[config.mk]
export PLATFORM = sky130hd
export DESIGN_NAME = hid_motion_pattern_gen_flat
export DESIGN_NICKNAME = d
export VERILOG_FILES = /design/src/rtl/hid_motion_pattern_gen_if.sv /design/src/rtl/hid_motion_pattern_gen.sv /design/src/flat_wrapper.sv
export SDC_FILE = /design/constraint.sdc
export NUM_CORES = 1
export LEC_CHECK = 0
export ABC_AREA = 1
export CAP_MARGIN = 5
export CORE_ASPECT_RATIO = 1.25
export CORE_UTILIZATION = 45
export DETAILED_ROUTE_END_ITERATION = 10
export PLACE_DENSITY = 0.71
export SLEW_MARGIN = 5
export SYNTH_ARGS = -nofsm -noshare
export SYNTH_HDL_FRONTEND = slang
export SYNTH_SLANG_ARGS = --single-unit
[constraint.sdc]
create_clock -name clk -period 6.2 [get_ports clk]
set_input_delay 0.93 -clock clk [delete_from_list [all_inputs] [get_ports clk]]
set_output_delay 0.93 -clock clk [all_outputs]
set_load 0.02 [all_outputs]
[src/rtl/hid_motion_pattern_gen_if.sv]
// Report channel between the motion pattern generator and the HID report builder.
//   report_valid : a motion/button report is waiting
//   report_ready : the consumer accepts the report this cycle
//   dx, dy       : signed motion deltas, held while valid && !ready
//   buttons      : button state carried by the report
//   sat_flag     : an accumulator clipped while building this report
interface hid_motion_pattern_gen_if #(
  parameter int unsigned DELTA_W = 8
);
  logic                      report_valid;
  logic                      report_ready;
  logic signed [DELTA_W-1:0] dx;
  logic signed [DELTA_W-1:0] dy;
  logic [2:0]                buttons;
  logic                      sat_flag;

  modport master (output report_valid, dx, dy, buttons, sat_flag, input report_ready);
  modport slave  (input report_valid, dx, dy, buttons, sat_flag, output report_ready);
endinterface

[src/rtl/hid_motion_pattern_gen.sv]
// Synthetic mouse-motion source: produces per-tick deltas from a circle,
// square, figure-8, pseudo-random or idle pattern, accumulates them with
// saturation while the report builder stalls, and issues reports on a
// valid/ready channel. A button change also triggers a report.
//   clk, rst_n      : clock, asynchronous active-low reset
//   i_enable        : tick counter runs
//   i_pattern_sel   : 0 circle, 1 square, 2 figure-8, 3 random, 4-7 idle
//   i_speed         : phase increment per tick (0 behaves as 1)
//   i_scale_shift   : arithmetic right shift of pattern amplitude
//   i_buttons_in    : live button state
//   rpt             : report channel (master side)
module hid_motion_pattern_gen #(
  parameter int unsigned TICKS_PER_REPORT = 480000,
  parameter int unsigned DELTA_W          = 8,
  parameter int unsigned TICK_CNT_W       = 20,
  parameter logic [15:0] LFSR_SEED        = 16'hACE1
) (
  input  logic                      clk,
  input  logic                      rst_n,
  input  logic                      i_enable,
  input  logic [2:0]                i_pattern_sel,
  input  logic [3:0]                i_speed,
  input  logic [2:0]                i_scale_shift,
  input  logic [2:0]                i_buttons_in,
  hid_motion_pattern_gen_if.master  rpt
);

  // Tick deltas live in at least 8 bits; one extra bit holds acc + delta.
  localparam int unsigned EXT_W = (DELTA_W > 8) ? DELTA_W : 8;
  localparam int unsigned SUM_W = EXT_W + 1;
  localparam logic signed [SUM_W-1:0] SAT_HI = SUM_W'((2 ** (DELTA_W - 1)) - 1);
  localparam logic signed [SUM_W-1:0] SAT_LO = -SAT_HI;

  // Quarter-wave table: round(127 * sin(i * pi / 128)).
  localparam logic signed [7:0] SIN_LUT [64] = '{
    8'sd0,   8'sd3,   8'sd6,   8'sd9,   8'sd12,  8'sd16,  8'sd19,  8'sd22,
    8'sd25,  8'sd28,  8'sd31,  8'sd34,  8'sd37,  8'sd40,  8'sd43,  8'sd46,
    8'sd49,  8'sd51,  8'sd54,  8'sd57,  8'sd60,  8'sd63,  8'sd65,  8'sd68,
    8'sd71,  8'sd73,  8'sd76,  8'sd78,  8'sd81,  8'sd83,  8'sd85,  8'sd88,
    8'sd90,  8'sd92,  8'sd94,  8'sd96,  8'sd98,  8'sd100, 8'sd102, 8'sd104,
    8'sd106, 8'sd107, 8'sd109, 8'sd111, 8'sd112, 8'sd113, 8'sd115, 8'sd116,
    8'sd117, 8'sd118, 8'sd120, 8'sd121, 8'sd122, 8'sd122, 8'sd123, 8'sd124,
    8'sd125, 8'sd125, 8'sd126, 8'sd126, 8'sd126, 8'sd127, 8'sd127, 8'sd127
  };

  function automatic logic signed [7:0] f_sin(input logic [7:0] p);
    logic [5:0]        idx;
    logic signed [7:0] mag;
    idx = p[6] ? 6'(6'd63 - p[5:0]) : p[5:0];
    mag = SIN_LUT[idx];
    return p[7] ? -mag : mag;
  endfunction

  // Sign-extend to the working width, then shift arithmetically.
  function automatic logic signed [EXT_W-1:0] f_scale(input logic signed [7:0] v,
                                                      input logic [2:0] s);
    logic signed [EXT_W-1:0] e;
    e = EXT_W'(v);
    return e >>> s;
  endfunction

  logic [TICK_CNT_W-1:0]     r_tick_cnt;
  logic [7:0]                r_phase;
  logic [15:0]               r_lfsr;
  logic signed [DELTA_W-1:0] r_acc_x, r_acc_y;
  logic                      r_pending;
  logic                      r_sat_acc;
  logic [2:0]                r_btn_last;
  logic                      r_valid;
  logic signed [DELTA_W-1:0] r_dx, r_dy;
  logic [2:0]                r_buttons;
  logic                      r_sat_flag;

  logic                      w_tick, w_btn_chg, w_event, w_load;
  logic [7:0]                w_step;
  logic signed [7:0]         w_cos_p, w_sin_p, w_cos_2p;
  logic signed [4:0]         w_rnd_x, w_rnd_y;
  logic signed [EXT_W-1:0]   w_tdx, w_tdy;
  logic signed [SUM_W-1:0]   w_sum_x, w_sum_y;
  logic signed [DELTA_W-1:0] w_nx, w_ny;
  logic                      w_sat_now;

  assign w_tick    = i_enable && (r_tick_cnt == TICK_CNT_W'(TICKS_PER_REPORT - 1));
  assign w_step    = (i_speed == 4'd0) ? 8'd1 : {4'd0, i_speed};
  assign w_cos_p   = f_sin(r_phase + 8'd64);
  assign w_sin_p   = f_sin(r_phase);
  assign w_cos_2p  = f_sin({r_phase[6:0], 1'b0} + 8'd64);
  assign w_rnd_x   = $signed({1'b0, r_lfsr[3:0]}) - 5'sd8;
  assign w_rnd_y   = $signed({1'b0, r_lfsr[7:4]}) - 5'sd8;
  assign w_btn_chg = (i_buttons_in != r_btn_last);
  assign w_event   = w_tick || w_btn_chg || r_pending;
  assign w_load    = w_event && (!r_valid || rpt.report_ready);

  // Per-tick delta for the selected pattern at the current phase.
  // The square's negative sides shift -127, so they match the circle's
  // cardinal points.
  always_comb begin
    w_tdx = '0;
    w_tdy = '0;
    case (i_pattern_sel)
      3'd0: begin
        w_tdx = f_scale(w_cos_p, i_scale_shift);
        w_tdy = f_scale(w_sin_p, i_scale_shift);
      end
      3'd1: begin
        case (r_phase[7:6])
          2'd0:    w_tdx = f_scale(8'sd127, i_scale_shift);
          2'd1:    w_tdy = f_scale(8'sd127, i_scale_shift);
          2'd2:    w_tdx = f_scale(-8'sd127, i_scale_shift);
          default: w_tdy = f_scale(-8'sd127, i_scale_shift);
        endcase
      end
      3'd2: begin
        w_tdx = f_scale(w_cos_p, i_scale_shift);
        w_tdy = f_scale(w_cos_2p, i_scale_shift);
      end
      3'd3: begin
        w_tdx = EXT_W'(w_rnd_x);
        w_tdy = EXT_W'(w_rnd_y);
      end
      default: ;
    endcase
  end

  // Accumulate this cycle's delta and clip to the symmetric range.
  always_comb begin
    w_sum_x   = SUM_W'(r_acc_x) + (w_tick ? SUM_W'(w_tdx) : '0);
    w_sum_y   = SUM_W'(r_acc_y) + (w_tick ? SUM_W'(w_tdy) : '0);
    w_sat_now = 1'b0;
    w_nx      = w_sum_x[DELTA_W-1:0];
    w_ny      = w_sum_y[DELTA_W-1:0];
    if (w_sum_x > SAT_HI) begin
      w_nx = SAT_HI[DELTA_W-1:0]; w_sat_now = 1'b1;
    end else if (w_sum_x < SAT_LO) begin
      w_nx = SAT_LO[DELTA_W-1:0]; w_sat_now = 1'b1;
    end
    if (w_sum_y > SAT_HI) begin
      w_ny = SAT_HI[DELTA_W-1:0]; w_sat_now = 1'b1;
    end else if (w_sum_y < SAT_LO) begin
      w_ny = SAT_LO[DELTA_W-1:0]; w_sat_now = 1'b1;
    end
  end

  // Tick counter, phase and LFSR.
  always_ff @(posedge clk or negedge rst_n) begin
    if (!rst_n) begin
      r_tick_cnt <= '0;
      r_phase    <= '0;
      r_lfsr     <= LFSR_SEED;
    end else begin
      if (!i_enable || w_tick) r_tick_cnt <= '0;
      else                     r_tick_cnt <= r_tick_cnt + 1'b1;
      if (w_tick) begin
        r_phase <= r_phase + w_step;
        r_lfsr  <= {r_lfsr[14:0], r_lfsr[15] ^ r_lfsr[13] ^ r_lfsr[12] ^ r_lfsr[10]};
      end
    end
  end

  // Report slot: load when free or being consumed, otherwise park in the accumulator.
  // sat_flag reports clipping that happened anywhere in the loaded report.
  always_ff @(posedge clk or negedge rst_n) begin
    if (!rst_n) begin
      r_acc_x    <= '0;
      r_acc_y    <= '0;
      r_pending  <= 1'b0;
      r_sat_acc  <= 1'b0;
      r_btn_last <= '0;
      r_valid    <= 1'b0;
      r_dx       <= '0;
      r_dy       <= '0;
      r_buttons  <= '0;
      r_sat_flag <= 1'b0;
    end else if (w_load) begin
      r_dx       <= w_nx;
      r_dy       <= w_ny;
      r_buttons  <= i_buttons_in;
      r_btn_last <= i_buttons_in;
      r_acc_x    <= '0;
      r_acc_y    <= '0;
      r_pending  <= 1'b0;
      r_valid    <= 1'b1;
      r_sat_flag <= r_sat_acc || w_sat_now;
      r_sat_acc  <= 1'b0;
    end else if (w_event) begin
      r_acc_x    <= w_nx;
      r_acc_y    <= w_ny;
      r_pending  <= 1'b1;
      r_sat_acc  <= r_sat_acc || w_sat_now;
    end else if (r_valid && rpt.report_ready) begin
      r_valid    <= 1'b0;
    end
  end

  assign rpt.report_valid = r_valid;
  assign rpt.dx           = r_dx;
  assign rpt.dy           = r_dy;
  assign rpt.buttons      = r_buttons;
  assign rpt.sat_flag     = r_sat_flag;

endmodule

[src/flat_wrapper.sv]
// flat-port wrapper written by rule: the top's interface ports become plain ports
module hid_motion_pattern_gen_flat 
#(
  parameter int unsigned TICKS_PER_REPORT = 480000,
  parameter int unsigned DELTA_W          = 8,
  parameter int unsigned TICK_CNT_W       = 20,
  parameter logic [15:0] LFSR_SEED        = 16'hACE1
)
  (clk, rst_n, i_enable, i_pattern_sel, i_speed, i_scale_shift, i_buttons_in, rpt_report_valid, rpt_dx, rpt_dy, rpt_buttons, rpt_sat_flag, rpt_report_ready);
  hid_motion_pattern_gen_if #(.DELTA_W(DELTA_W)) rpt_i ();
  input  logic clk;
  input  logic rst_n;
  input  logic i_enable;
  input  logic [2:0] i_pattern_sel;
  input  logic [3:0] i_speed;
  input  logic [2:0] i_scale_shift;
  input  logic [2:0] i_buttons_in;
  output wire logic [$bits(rpt_i.report_valid)-1:0] rpt_report_valid;
  output wire logic [$bits(rpt_i.dx)-1:0] rpt_dx;
  output wire logic [$bits(rpt_i.dy)-1:0] rpt_dy;
  output wire logic [$bits(rpt_i.buttons)-1:0] rpt_buttons;
  output wire logic [$bits(rpt_i.sat_flag)-1:0] rpt_sat_flag;
  input wire logic [$bits(rpt_i.report_ready)-1:0] rpt_report_ready;
  assign rpt_report_valid = rpt_i.report_valid;
  assign rpt_dx = rpt_i.dx;
  assign rpt_dy = rpt_i.dy;
  assign rpt_buttons = rpt_i.buttons;
  assign rpt_sat_flag = rpt_i.sat_flag;
  assign rpt_i.report_ready = rpt_report_ready;
  hid_motion_pattern_gen #(.TICKS_PER_REPORT(TICKS_PER_REPORT), .DELTA_W(DELTA_W), .TICK_CNT_W(TICK_CNT_W), .LFSR_SEED(LFSR_SEED)) u_core (.clk(clk), .rst_n(rst_n), .i_enable(i_enable), .i_pattern_sel(i_pattern_sel), .i_speed(i_speed), .i_scale_shift(i_scale_shift), .i_buttons_in(i_buttons_in), .rpt(rpt_i));
endmodule
# Word level (Yosys, flattened, before mapping)
# Memory sizes are Yosys's and may differ from the RTL's.
# Index checks and enable logic that the tools add are counted.
# classes
mux,39
order_cmp,7
bitwise_logic,6
reduce_logical,18
n_shift,5
add_sub_neg,14
eq_ne,8
# op_table
operator,count
$mux W8,17
$pmux W8 S2,2
$pmux W8 S4,1
$neg A8 Y8,3
$pmux W8 S3,1
$sshr A8 B3 Y8,3
$ge A7 B7 Y1 const B,3
$not A6 Y7,3
$add A20 B1 Y20 const B,1
$eq A20 B19 Y1 const B,1
$mux W20,1
$add A9 B9 Y9,2
$gt A9 B8 Y1 const B,2
$lt A9 B8 Y1 const B,2
$mux W6,3
$mux W9,2
$sub A6 B6 Y6 const A,3
$add A8 B7 Y8 const B,2
$sshr A8 B3 Y8 const A,2
$mux W1,11
$sub A4 B4 Y5 const B,2
$add A8 B8 Y8,1
$eq A3 B2 Y1 const B,2
$logic_or A1 B1 Y1,5
other kinds (15),22
# totals
rom_bits,1536
elab_cells,112
register_bits,83
n_memories,3
# mem_list
memory,depth,width,read_ports,rd_clocked_by_memory_dff,wr,line,rtl
(name not given),64,8,1,0,0,hid_motion_pattern_gen.sv:50,mag = SIN_LUT[idx];
(name not given),64,8,1,0,0,hid_motion_pattern_gen.sv:50,
(name not given),64,8,1,0,0,hid_motion_pattern_gen.sv:50,

# Longest topological paths before layout
# depth
depth_word,21
ltp_mapped,42
mapped_depth_nobuf,41

# Least setup slack after synthesis
# No wires, ideal clock.
# synth_timing
path_kind,flip-flop to flip-flop
start,reg u_core.r_phase[0]
end,reg u_core.r_acc_y[4]
path_buffers,0
stages_incl_launch_ff,36
arrival_time_ns,4.585
setup_slack_ns,1.494
path_cell_list,dfrtp_1 > inv_2 > nand2_1 > nand2_2 > ha_1 > inv_1 > nand2_1 > nand3_2 > nand2_1 > nand2_1 > nor2_1 > nor2_2 > ha_1 > inv_1 > nor2_2 > nand3_1 > nand3_1 > nand3_1 > nand3_1 > nand2_1 > nand2_1 > nand3_1 > nand2_1 > a21oi_1 > ha_1 > fa_1 > a21oi_1 > o21bai_1 > a21oi_1 > o21ai_0 > xor2_1 > o31ai_1 > nand2_1 > inv_1 > o21ai_0 > a22o_1
# synth_via
elab_chain_cells,18
elab_cells_between_ends,28
cone_classes,add/sub (6); order compare (2); shift (2); mux (14); bitwise (2); memory (2)
# synth_rtl
item,line,rtl
"start, declared",hid_motion_pattern_gen.sv:63,logic [7:0] r_phase;
"start signal, assigned",hid_motion_pattern_gen.sv:154,r_phase <= r_phase + w_step;
$add A8 B7 Y8,hid_motion_pattern_gen.sv:87,"assign w_cos_2p = f_sin({r_phase[6:0], 1'b0} + 8'd64);"
$sub A6 B6 Y6,hid_motion_pattern_gen.sv:49,idx = p[6] ? 6'(6'd63 - p[5:0]) : p[5:0];
$mux W6,hid_motion_pattern_gen.sv:49,
$not A6 Y7 (implied by the code),hid_motion_pattern_gen.sv:50,
$mem_v2 Z64 W8,-,
$mux W8 (implied by the code) (2 in series),hid_motion_pattern_gen.sv:50,
$neg A8 Y8,hid_motion_pattern_gen.sv:51,return p[7] ? -mag : mag;
$mux W8,hid_motion_pattern_gen.sv:51,
$sshr A8 B3 Y8,hid_motion_pattern_gen.sv:59,return e >>> s;
$pmux W8 S4 (*),hid_motion_pattern_gen.sv:100,case (i_pattern_sel)
$mux W9 (*),hid_motion_pattern_gen.sv:128,w_sum_y = SUM_W'(r_acc_y) + (w_tick ? SUM_W'(w_tdy) : '0);
$add A9 B9 Y9 (*),hid_motion_pattern_gen.sv:128,
$lt A9 B8 Y1,hid_motion_pattern_gen.sv:139,end else if (w_sum_y < SAT_LO) begin
$mux W8,hid_motion_pattern_gen.sv:139,
$mux W8 (*),hid_motion_pattern_gen.sv:137,if (w_sum_y > SAT_HI) begin
$mux W8 (*),hid_motion_pattern_gen.sv:185,end else if (w_event) begin
$mux W8 (*),hid_motion_pattern_gen.sv:174,end else if (w_load) begin
"end signal, assigned",hid_motion_pattern_gen.sv:187,r_acc_y <= w_ny;
"end, declared",hid_motion_pattern_gen.sv:65,"logic signed [DELTA_W-1:0] r_acc_x, r_acc_y;"
# Every way passes the cells marked *; elsewhere a longest branch is shown, timed or not. The select of a mux whose other input is x is not followed.
# A chain may end at the register's enable or synchronous reset.

# Final worst setup path
# layout_timing
start,reg u_core.r_phase[5]
end,reg u_core.r_sat_flag (netlist: u_core.rpt.sat_flag)
# layout_via
elab_chain_cells,19
elab_cells_between_ends,43
cone_classes,add/sub (9); order compare (4); shift (3); mux (20); bitwise (3); reduce/logical (1); memory (3)
# layout_rtl
item,line,rtl
$add A8 B7 Y8,hid_motion_pattern_gen.sv:85,assign w_cos_p = f_sin(r_phase + 8'd64);
$sub A6 B6 Y6,hid_motion_pattern_gen.sv:49,
$mux W6,hid_motion_pattern_gen.sv:49,
$not A6 Y7 (implied by the code),hid_motion_pattern_gen.sv:50,
$mem_v2 Z64 W8,-,
$mux W8 (implied by the code) (2 in series),hid_motion_pattern_gen.sv:50,
$neg A8 Y8,hid_motion_pattern_gen.sv:51,
$mux W8,hid_motion_pattern_gen.sv:51,
[... 2 more ...],-,
$mux W9,hid_motion_pattern_gen.sv:127,w_sum_x = SUM_W'(r_acc_x) + (w_tick ? SUM_W'(w_tdx) : '0);
$add A9 B9 Y9,hid_motion_pattern_gen.sv:127,
$lt A9 B8 Y1,hid_motion_pattern_gen.sv:134,end else if (w_sum_x < SAT_LO) begin
$mux W1,hid_motion_pattern_gen.sv:134,
$mux W1,hid_motion_pattern_gen.sv:132,if (w_sum_x > SAT_HI) begin
$mux W1,hid_motion_pattern_gen.sv:139,
$mux W1 (*),hid_motion_pattern_gen.sv:137,
$logic_or A1 B1 Y1 (*),hid_motion_pattern_gen.sv:183,r_sat_flag <= r_sat_acc || w_sat_now;
"end signal, assigned",hid_motion_pattern_gen.sv:183,
"end, declared",hid_motion_pattern_gen.sv:72,logic r_sat_flag;
# Marks and branches as above.

==> metrics.txt <==
Pre-Repair DR Iteration Count=5; clock transition at the registers of the reported paths=roughly 0.07 ns; RSZ-0062 raised after global routing=false; Port Buf Inserts=37; setup repair bufs after CTS=0; setup ws final=0.5680 ns; post-synthesis xor/xnor area fraction=3.390%; Final min period=5.632 ns; Root Driver=clkbuf_16; most area-consuming cells after synthesis=dfrtp_1 24%, nand2_1 18%, nand3_1 9.0%; GPL Wtd Cong=about 0.95; Synth Warn #=0; H-tree Lvls=3; Sink Count=just over 80; Rows=53; post-synthesis mux area share=less than 1%; Relative slew margins=39.65%; Slew Limit Fails=0; syn_area_per_cell=6.533 sq um; Final Cycle Share=~91%; slowest CP cell=dfrtp_1; worst-path maximum fanout=15; DIE WIDTH=119.1 microns; Final Net Count=approximately 1300; CTS Buf Count=9; Initial Util=45.98%; largest family of logic cells by synthesized area=simple AND/OR/NAND/NOR gates; routed len/inst=14.30 microns; Final Setup Violations=0; CP arrival=5.86 ns; status=completed; Clk Latency, worst-skew pair=between 0.3 and 0.4 ns; setup TNS=0 ns; clock skew=0.01177 ns; Critical Path Max Stage Delay=0.69 ns; synthesis-to-finish area growth=10.70%; P_leak=0.004274 uW; Cell Pwr Density=170.9 nW/um^2; grt total ovfl=0; largest net degree at the start of global routing=72; I/O pin count=38; maximum vdd ir drop=0.2013 mV; most common cell in the synthesized netlist=nand2_1; Die Ht=148.4 microns; Seq/Total Area, Yosys=between 20% and 30%; EDFF count, synth=0; area leader, netlist=dfrtp_1; first-pass GRT wire length=34.18 mm; Final Hold Viols=0; Synth Instances=1181; Synth top cells by count=367 x nand2_1, 139 x nand3_1, 106 x inv_1, 81 x nor2_1, 75 x dfrtp_1; FFs w/ async S/R, synth=100.0%; Final Non-Filler Cells=1426; Max Cap Viol=0; ratio of cells with drive above 1 in the final layout=under 10%; final WL=just over 20 mm; adder-cell share of the synthesized area=7.428%; ys flop type=dfrtp_1; core box area=16780 sq um; Worst Max-Slew Pin Slew=0.9053 ns; hpwl dp=~15 mm; via density per instance=5.428; CTS tree=yes; Compound-Gate Fraction of Synth Area=14.99%; Synth Register Bits=83; Most Frequent Cell on Critical Path=nand2_1; post-synth cell types=56; clk buf depth=2; share of the synthesized area in the top cell type=approximately a quarter; initial antenna violation count=0; Crit Path Class=register to register; Startpoint Class=register; ANT nets after route=0; nature of the critical path endpoint=register; Syn Std Cell Area=slightly below 8000 sq um; Max Freq=~0.18 GHz; drt first-iter violations=676; antenna cells=0; placed cells=1410; die area=about 18000 sq um; Post-Place Setup Slack=~0.56 ns; Total GRT Usage=23.57%; Syn Nets=1242; DRC=0; CP required=around 6.4 ns; via count=7740; Simple-Gate Fraction of Synth Area=38.16%; vias in the first global route=7219; worst min-delay path class=input pin to async pin
## cell type report
type / count / area, sq um
inverter: 118 / 450.4
timing repair buffer: 51 / 473.0
tap: 220 / 275.3
multi-input combinational: 938 / 4954
sequential: 83 / 2090
clock inverter: 7 / 73.82
clock buffer: 9 / 225.2
fill: 1716 / 8237
## report_power, final
| group | switching, uW | internal, uW | total (uW) | leakage, uW |
|---|---|---|---|---|
| logic | 243 | 117 | 360 | 0.00305 |
| clock network | 245 | 286 | 532 | 0.000148 |
| registers | 12.9 | 555 | 568 | 0.00108 |
## flip-flops by register name (all words and copies together) (netlist names)
signal	count
u_core.r_tick_cnt	20
u_core.r_lfsr	16
u_core.r_acc_x	8
u_core.r_acc_y	8
u_core.r_phase	8
u_core.rpt.dx	8
u_core.rpt.dy	8
u_core.r_btn_last	3
u_core.r_pending	1
u_core.r_sat_acc	1
u_core.rpt.report_valid	1
u_core.rpt.sat_flag	1
## cell families (layout without fill, tap and decap cells)
family,Yosys count,in the layout
AND/OR/NAND/NOR,664,664
AO/OA/AOI/OAI,200,200
buffers and inverters,160,185
flip-flops,83,83
adder cells (fa/ha/maj),44,44
XOR/XNOR,29,29
multiplexers,1,1
## through the flow
stage	power, uW	util [%]	hold slack, ns	cell area, sq um
2_1_floorplan	835.7	-	0.4331	7715
3_3_place_gp	932.6	49.06	0.4503	8230
3_5_place_dp	933.1	49.06	0.4586	8230
4_1_cts	1473	50.84	0.4089	8529
5_1_grt	1539	50.91	0.4243	8541
6_report	1460	50.91	0.4203	8541
## per-layer routing
metal	wire, microns	share of wire (%)	up-vias	track usage, %
met5	0	0	-	0
met4	586	2.9	0	10.19
met3	796	3.9	48	2.147
met2	9954	49	235	40.73
met1	9052	44	3525	29.94
li1	-	-	3932	-
## placed cells by master, fill, tap and decap left out, types with 19 or more instances in the layout
cell type,netlist,layout
nand2_1,367,367
nor3_1,20,20
xor2_1,19,19
clkdlybuf4s50_1,0,36
dfrtp_1,75,73
ha_1,41,41
nand3_1,139,139
nor2_1,81,81
a21oi_1,72,72
inv_1,106,106
o21ai_0,70,70
## repair_timing
action / 4_1_cts / 5_1_grt
setup endpoints to repair: 0 / 12
gates resized for setup: 0 / 3
hold buffers: 0 / 0
## critical path, delay by kind of cell (launching register included)
family                   cells  cell delay, ns
buffers and inverters        4            0.52
AO/OA/AOI/OAI                6            0.88
XOR/XNOR                     1            0.24
AND/OR/NAND/NOR             23            2.63
adder cells (fa/ha/maj)      2            0.53
flip-flops                   1            0.69
## path summary, 6_finish.rpt
kind,depth (start not counted),startpoint,to,slack (ns)
min in group clk,1,u_core.r_tick_cnt[0],u_core.r_tick_cnt[0],0.47
worst max-delay path,36,u_core.r_phase[5],u_core.rpt.sat_flag,0.57
worst max register to register,36,u_core.r_phase[5],u_core.rpt.sat_flag,0.57
worst min register to register,1,u_core.r_tick_cnt[0],u_core.r_tick_cnt[0],0.47
worst min-delay path,1,rst_n,u_core.r_acc_y[5],0.42
max in group asynchronous,2,rst_n,u_core.r_phase[0],4.60
(Power assumes the default switching activity.)
